`src/rtl/key_debounce.sv`:
```
// Purpose: debounce raw vision key hits per sample strobe and cap polyphony to the lowest MAX_ACTIVE keys.
// Latency: a strobe edge that flips a key's stable state shows on key_num one clock later.
// Backpressure: none; sample_en is a free-running strobe and the outputs are registered every clock.
module key_debounce #(
    parameter int NUM_KEYS        = 17,
    parameter int PRESS_SAMPLES   = 4,
    parameter int RELEASE_SAMPLES = 8,
    parameter int MAX_ACTIVE      = 2
) (
    input  logic                clock,
    input  logic                reset_n,
    input  logic                sample_en,
    input  logic [NUM_KEYS-1:0] raw_keys,
    output logic [NUM_KEYS-1:0] key_num,
    output logic                key_changed,
    output logic [4:0]          active_count
);

    // Counter value at which a disagreeing sample completes qualification.
    localparam logic [7:0] PRESS_LAST   = 8'(PRESS_SAMPLES - 1);
    localparam logic [7:0] RELEASE_LAST = 8'(RELEASE_SAMPLES - 1);
    localparam logic [4:0] ACTIVE_LIMIT = 5'(MAX_ACTIVE);

    logic [NUM_KEYS-1:0] stable;
    logic [7:0]          cnt [NUM_KEYS];
    logic [NUM_KEYS-1:0] limited;
    logic [4:0]          kept;

    // Per-key debounce: count consecutive disagreeing strobes; any agreeing strobe restarts the count.
    always_ff @(posedge clock or negedge reset_n) begin
        if (!reset_n) begin
            stable <= '0;
            for (int i = 0; i < NUM_KEYS; i++) begin
                cnt[i] <= '0;
            end
        end else if (sample_en) begin
            for (int i = 0; i < NUM_KEYS; i++) begin
                if (raw_keys[i] == stable[i]) begin
                    cnt[i] <= '0;
                end else if (cnt[i] == (stable[i] ? RELEASE_LAST : PRESS_LAST)) begin
                    stable[i] <= ~stable[i];
                    cnt[i]    <= '0;
                end else begin
                    cnt[i] <= cnt[i] + 8'd1;
                end
            end
        end
    end

    // Polyphony limit: keep the first MAX_ACTIVE stable keys scanning up from bit 0.
    always_comb begin
        limited = '0;
        kept    = '0;
        for (int i = 0; i < NUM_KEYS; i++) begin
            if (stable[i] && (kept < ACTIVE_LIMIT)) begin
                limited[i] = 1'b1;
                kept       = kept + 5'd1;
            end
        end
    end

    // Output register: mask, its popcount, and a pulse whenever the mask takes a new value.
    always_ff @(posedge clock or negedge reset_n) begin
        if (!reset_n) begin
            key_num      <= '0;
            key_changed  <= 1'b0;
            active_count <= '0;
        end else begin
            key_num      <= limited;
            key_changed  <= (limited != key_num);
            active_count <= kept;
        end
    end

endmodule

```
`config.mk`:
```
export PLATFORM = sky130hd
export DESIGN_NAME = key_debounce
export DESIGN_NICKNAME = d
export VERILOG_FILES = /design/src/rtl/key_debounce.sv
export SDC_FILE = /design/constraint.sdc
export NUM_CORES = 1
export LEC_CHECK = 0
export ABC_AREA = 1
export CORE_MARGIN = 2
export CORE_UTILIZATION = 30
export CTS_BUF_LIST = sky130_fd_sc_hd__clkbuf_8
export CTS_CLUSTER_DIAMETER = 200
export DETAILED_ROUTE_END_ITERATION = 8
export PLACE_DENSITY = 0.44
export REMOVE_ABC_BUFFERS = 1
export SYNTH_ARGS = -nofsm -noshare
export SYNTH_HDL_FRONTEND = slang
export SYNTH_SLANG_ARGS = --single-unit
```
`constraint.sdc`:
```
create_clock -name clock -period 9.95 [get_ports clock]
set_input_delay 1.4925 -clock clock [delete_from_list [all_inputs] [get_ports clock]]
set_output_delay 1.4925 -clock clock [all_outputs]
set_load 0.1 [all_outputs]
```
# == Word-level counts from Yosys, hierarchy flattened ==
# Index checks and enable logic that the tools add are counted.
# word_totals
reg_bits,176
input_bits,20
out_inout_bits,23
wordCells,273
# op_classes
add_sub_neg,33
n_lt_le_gt_ge,16
n_eq_ne,35
muxes,85
n_bitwise,34
reduce_logical,33
# op_table
op,n
8-bit 2-to-1 mux,34
"8-bit by 1-bit adder with 8-bit output, second input constant",17
8-bit by 3-bit == test with 1-bit output,17
"5-bit by 1-bit adder with 5-bit output, second input constant",16
"5-bit by 2-bit less-than comparator with 1-bit output, second input constant",16
5-bit 2-to-1 mux,16
3-bit 2-to-1 mux,17
3-bit AND reduction,17
1-bit inverter,34
1-bit 2-to-1 mux,18
1-bit == test,17
17-bit != test,1
1-bit logical AND,16

# == Longest topological paths before layout ==
# Gate-level depths: netlist (run 1).
# logic_depth
ltp_word,50
depth_mapped,59
mapped_depth_nobuf,59

# == Worst setup path after synthesis (run 1) ==
# OpenSTA, ideal clock, no wires.
# synth_path
kind,register to register
start,reg stable[0]
end,reg active_count[1]
setup_time_ps,132
arrival_time_ps,8197
required_time_ps,9818
slack_ps,1621
path_stages_with_launch,51
path_buffers,0
synth_period_minus_slack_ps,8329
cell_sequence,dfrtp_1 -> ha_1 -> inv_1 -> nand2_2 -> nand2_1 -> nand2_2 -> inv_1 -> ha_1 -> inv_1 -> nand4_1 -> nand2_4 -> nand2_4 -> xnor2_1 -> ha_1 -> a31oi_4 -> inv_1 -> ha_1 -> inv_1 -> [... 15 more ...] -> inv_1 -> o21bai_4 -> ha_1 -> nand3_2 -> nand2_2 -> ha_1 -> a21oi_4 -> inv_2 -> ha_1 -> a21oi_4 -> nand2_2 -> nor2_4 -> nand2_1 -> nand2_1 -> inv_1 -> ha_1 -> nand2_1 -> nand3_1
# synth_via
elab_chain_cells,49
word_cells_on_any_way,65
cone_classes,16 x add/sub; 16 x order compare; 17 x mux; 16 x reduce/logical
# synth_lines
item,line_no,text
"start, declared",24,logic [NUM_KEYS-1:0] stable;
"start signal, assigned by index",41,stable[i] <= ~stable[i];
1-bit 2-to-1 mux (*),55,if (stable[i] && (kept < ACTIVE_LIMIT)) begin
5-bit by 2-bit less-than comparator with 1-bit output,55,
1-bit logical AND,55,
5-bit 2-to-1 mux (*),55,
5-bit by 2-bit less-than comparator with 1-bit output,55,
1-bit logical AND,55,
5-bit 2-to-1 mux (*),55,
5-bit by 2-bit less-than comparator with 1-bit output,55,
[... 34 more ...],--,
5-bit 2-to-1 mux (*),55,
5-bit by 2-bit less-than comparator with 1-bit output,55,
1-bit logical AND,55,
5-bit 2-to-1 mux (*),55,
5-bit by 2-bit less-than comparator with 1-bit output,55,
1-bit logical AND,55,
5-bit 2-to-1 mux (*),55,
via kept[1],27,logic [4:0] kept;
"end signal, assigned",71,active_count <= kept;
"end, declared",16,output logic [4:0] active_count
# The timed path passes the listed nets; every way through them passes the cells marked *.
# A chain may end at the register's enable or synchronous reset.

# == Final worst setup path (run 1) ==
# layout_path
start,reg stable[1]
end,reg active_count[1]
# layout_via
elab_chain_cells,47
word_cells_on_any_way,62
cone_classes,15 x add/sub; 15 x order compare; 16 x mux; 16 x reduce/logical
# layout_lines
item,line_no
1-bit logical AND (*),55
5-bit 2-to-1 mux (*),55
5-bit by 2-bit less-than comparator with 1-bit output,55
1-bit logical AND,55
5-bit 2-to-1 mux (*),55
5-bit by 2-bit less-than comparator with 1-bit output,55
1-bit logical AND,55
5-bit 2-to-1 mux (*),55
[... 32 more ...],--
5-bit 2-to-1 mux (*),55
5-bit by 2-bit less-than comparator with 1-bit output,55
1-bit logical AND,55
5-bit 2-to-1 mux (*),55
5-bit by 2-bit less-than comparator with 1-bit output,55
1-bit logical AND,55
5-bit 2-to-1 mux (*),55
via kept[1],27
# Marked as above.

==> flow_metrics.py, run 1 <==
metrics = {
    "status": {
        "status": "completed",
    },
    "worst_setup_path": {
        "path_max_fanout": 9,
        "slowest_stage": "dfrtp_1",
        "cp_slowest_stage_delay_ns": 0.52,
        "r2r-start": "stable[1]$_DFFE_PN0P_",
        "crit_top_cell": "ha_1",
        "worstSetupEndpointType": "flip-flop",
        "cp.depth": 51,
        "start_kind": "flip-flop",
        "cp.arrival_ns": 9.32,
        "worstPathRequired_ns": 10.31,
        "r2r-end": "active_count[1]$_DFF_PN0_",
        "cp.buffers_inverters": 11,
        "worst-r2r-cell-count": 51,
        "worstSetupPathType": "flip-flop to flip-flop",
        "reg2reg_setup_slack_ns": 0.99,
        "cpLargestDelayFamily": "adder cells",
    },
    "clock_tree": {
        "cts_tree": "yes",
        "cts_resized": 0,
        "clock_latency_ns": 0.48,
        "cts.clk_slew.worst_paths_ns": 0.10,
        "postCtsHoldBufs": 0,
        "cts-buffers-inserted": 17,
        "post_cts_buffers": 0,
        "clock_path_buffers": 2,
        "clkSinkCount": 176,
        "cts-htree-levels": 4,
        "cts_root_buf": "clkbuf_8",
    },
    "route": {
        "wl_per_cell_um": 12.3,
        "vias": 8132,
        "drt_wl_total_mm": 21.6,
        "ant_nets": 0,
        "firstDrtPassIters": 6,
        "viasPerCell": 4.65,
        "drc_errors": 0,
        "drt_first_iter_violations": 434,
    },
    "synthesis": {
        "synth.top_cell.area_share_pct": 42.9,
        "synth_area_leaders": "dfrtp_1 (43%), inv_1 (7.3%), nand2_1 (5.6%)",
        "synth.top_cells.by_count": "inv_1 (199), dfrtp_1 (176), nand2_1 (154)",
        "syn_area_per_cell_um2": 8.26,
        "synth_edf_count": 0,
        "syn_inst": 1244,
        "yosysSeqAreaShare_pct": 42.9,
        "ys.flop_type": "dfrtp_1",
        "synth_cell_types": 57,
        "yosys_warnings": 0,
        "yosysMostFrequentCell": "inv_1",
        "synthArstFlopShare_pct": 100,
        "netlist_area_mm2": 0.0103,
        "ys_ff_latch": 176,
        "yosysTopAreaCell": "dfrtp_1",
    },
    "placed_design": {
        "io_buffers": 42,
        "place_congestion": 0.758,
        "place_area_mm2": 0.0112,
        "dp_hpwl_mm": 15.1,
        "dp.cells": 1716,
    },
    "power": {
        "switching_share_pct": 46.5,
        "pwr-share-clk_pct": 17.2,
        "p_comb_share_pct": 51.5,
        "seqPwrFrac_pct": 31.3,
        "power.leakage_nw": 4.89,
        "power_density_mw_per_mm2": 260,
        "p_int_mw": 1.61,
        "switchingPower_mw": 1.40,
        "ir_drop_uv": 93.2,
        "power_mw": 3.01,
    },
    "timing": {
        "maxSlewViolCount": 0,
        "rsz0062_at_grt": "no",
        "fin_skew_ns": 0.0149,
        "layout_min_cycle_time_ns": 8.96,
        "max_freq_mhz": 112,
        "worst_slew_pin_slew_ns": 1.04,
        "timing_hold_violations_final": 0,
        "setup_violations": 0,
        "slew_headroom_pct": 30.4,
        "timing.final.crit_share_pct": 90.0,
        "setup_tns_ns": 0,
    },
    "finish": {
        "fill_cells": 3510,
        "instances_no_fill": 1749,
        "drive_gt1_share_pct": 8.92,
        "final_area_mm2": 0.0116,
        "finalNetCount": 1340,
        "final_util_pct": 34.5,
        "areaGrowthSynthToFinish_pct": 12.9,
    },
    "global_routing": {
        "grtUsageMet3_pct": 2.34,
        "grt_util_met2_pct": 21.1,
        "grt_overflow": 0,
        "use_met1_pct": 17.1,
        "grt_pass1_vias": 8089,
        "antenna_found_initial": 1,
        "grt_usage_pct": 12.9,
        "top_usage_layer": "met2",
        "grt_max_degree": 111,
        "grt_pass1_wl_mm": 37.8,
    },
    "min_path": {
        "hp-class": "flip-flop to flip-flop",
        "holdPathStages": 1,
        "hold_start": "cnt[48]$_DFFE_PN0P_",
        "whs_endpoint": "cnt[48]$_DFFE_PN0P_",
    },
    "floorplan": {
        "boundaryPins": 43,
        "rows": 67,
        "die_w_um": 189,
        "dieHeight_um": 189,
        "die-area_mm2": 0.0357,
        "coreArea_mm2": 0.0336,
        "start_util_pct": 30.6,
    },
    "flow_run": {
        "maxCapViolCount": 0,
    },
}
cell type report:
type / instances / area, µm² / share of cell area, %
multi-input combinational: 835 / 4990 / 43.0
tap: 448 / 561 / 4.83
timing repair buffer: 46 / 452 / 3.89
inverter: 211 / 795 / 6.85
antenna: 1 / 2.50 / 0.0216
clock inverter: 15 / 161 / 1.39
clock buffer: 17 / 234 / 2.02
sequential: 176 / 4400 / 38.0
state kept, by name, indices dropped and copies added, names as in the netlist:
name and count:
cnt 136, key_num 17, stable 17, active_count 5, key_changed 1
power groups by stage:
stage                     logic (mW)  clock network, mW  registers (mW)
after detailed placement        1.57                  0           0.959
after floorplan                 1.19                  0            1.02
after CTS                       1.58              0.547           0.945
final                           1.55              0.518           0.943
after global routing            1.78              0.574           0.965
after global placement          1.57                  0           0.957
kinds of logic after synthesis:
family	count (synthesis)	synth area share [%]
muxes	8	0.792
AOI/OAI and AO/OA	204	13.3
other	1	0.0365
DFF	176	42.9
adders and majority gates	33	4.02
buffers and inverters	234	8.57
xor gates and xnor gates	61	5.27
and+or+nand+nor	527	25.1
per-layer routing:
metal	part of all wire, %	wire length, µm	up-vias
met5	0	0	-
met4	1.8	381	0
met3	2.0	433	17
met2	46	9920	72
met1	50	10800	3822
li1	-	-	4221
worst max path at each step:
| stage | slack [ns] | startpoint | end |
|---|---|---|---|
| global route | 0.18 | stable[1]$_DFFE_PN0P_ | active_count[1]$_DFF_PN0_ |
| CTS | 0.95 | stable[1]$_DFFE_PN0P_ | active_count[1]$_DFF_PN0_ |
| floorplan | 1.62 | stable[0]$_DFFE_PN0P_ | active_count[1]$_DFF_PN0_ |
| detailed placement | 0.99 | stable[1]$_DFFE_PN0P_ | active_count[1]$_DFF_PN0_ |
| global placement | 1.16 | stable[1]$_DFFE_PN0P_ | active_count[1]$_DFF_PN0_ |
| finish | 0.99 | stable[1]$_DFFE_PN0P_ | active_count[1]$_DFF_PN0_ |
layout by cell type (no fill, tap or decap), types with 3 or more instances in the layout:
| cell | synthesis | final |
|---|---|---|
| a21oi_4 | 3 | 3 |
| buf_4 | 0 | 5 |
| nor4_1 | 12 | 12 |
| inv_1 | 199 | 198 |
| ha_1 | 33 | 33 |
| xor2_1 | 42 | 42 |
| a211oi_1 | 5 | 5 |
| nand3_2 | 9 | 9 |
| a2111oi_0 | 13 | 13 |
| clkdlybuf4s50_1 | 0 | 40 |
| a31oi_1 | 6 | 6 |
| nand2_1 | 154 | 154 |
| xnor2_1 | 18 | 18 |
| nand2_4 | 6 | 6 |
| o22ai_1 | 32 | 32 |
| nand4_1 | 22 | 22 |
| o32ai_1 | 11 | 11 |
| o211ai_1 | 4 | 4 |
| o21ai_0 | 67 | 67 |
| a21oi_1 | 37 | 37 |
| clkbuf_8 | 0 | 18 |
| dfrtp_1 | 176 | 176 |
| nor3b_1 | 21 | 21 |
| clkinv_4 | 0 | 4 |
| o21ai_1 | 3 | 3 |
| nor2_1 | 130 | 130 |
| nand2_2 | 18 | 18 |
| inv_2 | 10 | 11 |
| clkinvlp_4 | 0 | 4 |
| o21bai_4 | 3 | 3 |
| nand3_1 | 80 | 80 |
| inv_6 | 0 | 3 |
| nor2_2 | 5 | 5 |
| mux2i_1 | 7 | 7 |
| nor2_4 | 4 | 4 |
| nor3_1 | 55 | 55 |
| o21a_1 | 6 | 6 |
through the flow:
step                hold WS [ns]  setup slack (ns)
global placement           0.493              1.16
floorplan                  0.475              1.62
detailed placement         0.498             0.989
CTS                        0.513             0.954
global route               0.523             0.180
finish                     0.505             0.990
Power figures use the tool's default switching activity.
==> inputs of run 2 (changes only) <==
--- a/config.mk
+++ b/config.mk
@@ -6,6 +6,7 @@
 export NUM_CORES = 1
 export LEC_CHECK = 0
 export ABC_AREA = 1
+export CAP_MARGIN = 20
 export CORE_MARGIN = 2
 export CORE_UTILIZATION = 30
 export CTS_BUF_LIST = sky130_fd_sc_hd__clkbuf_8
==> results of run 2 <==
Final layout, timing and power as in run 1 (identical DEF).
==> inputs of run 3 (changes only) <==
--- a/config.mk
+++ b/config.mk
@@ -12,6 +12,7 @@
 export CTS_BUF_LIST = sky130_fd_sc_hd__clkbuf_8
 export CTS_CLUSTER_DIAMETER = 200
 export DETAILED_ROUTE_END_ITERATION = 8
+export GPL_ROUTABILITY_DRIVEN = 0
 export PLACE_DENSITY = 0.44
 export REMOVE_ABC_BUFFERS = 1
 export SYNTH_ARGS = -nofsm -noshare
==> results of run 3 <==
Final layout, timing and power as in run 1 (identical DEF).
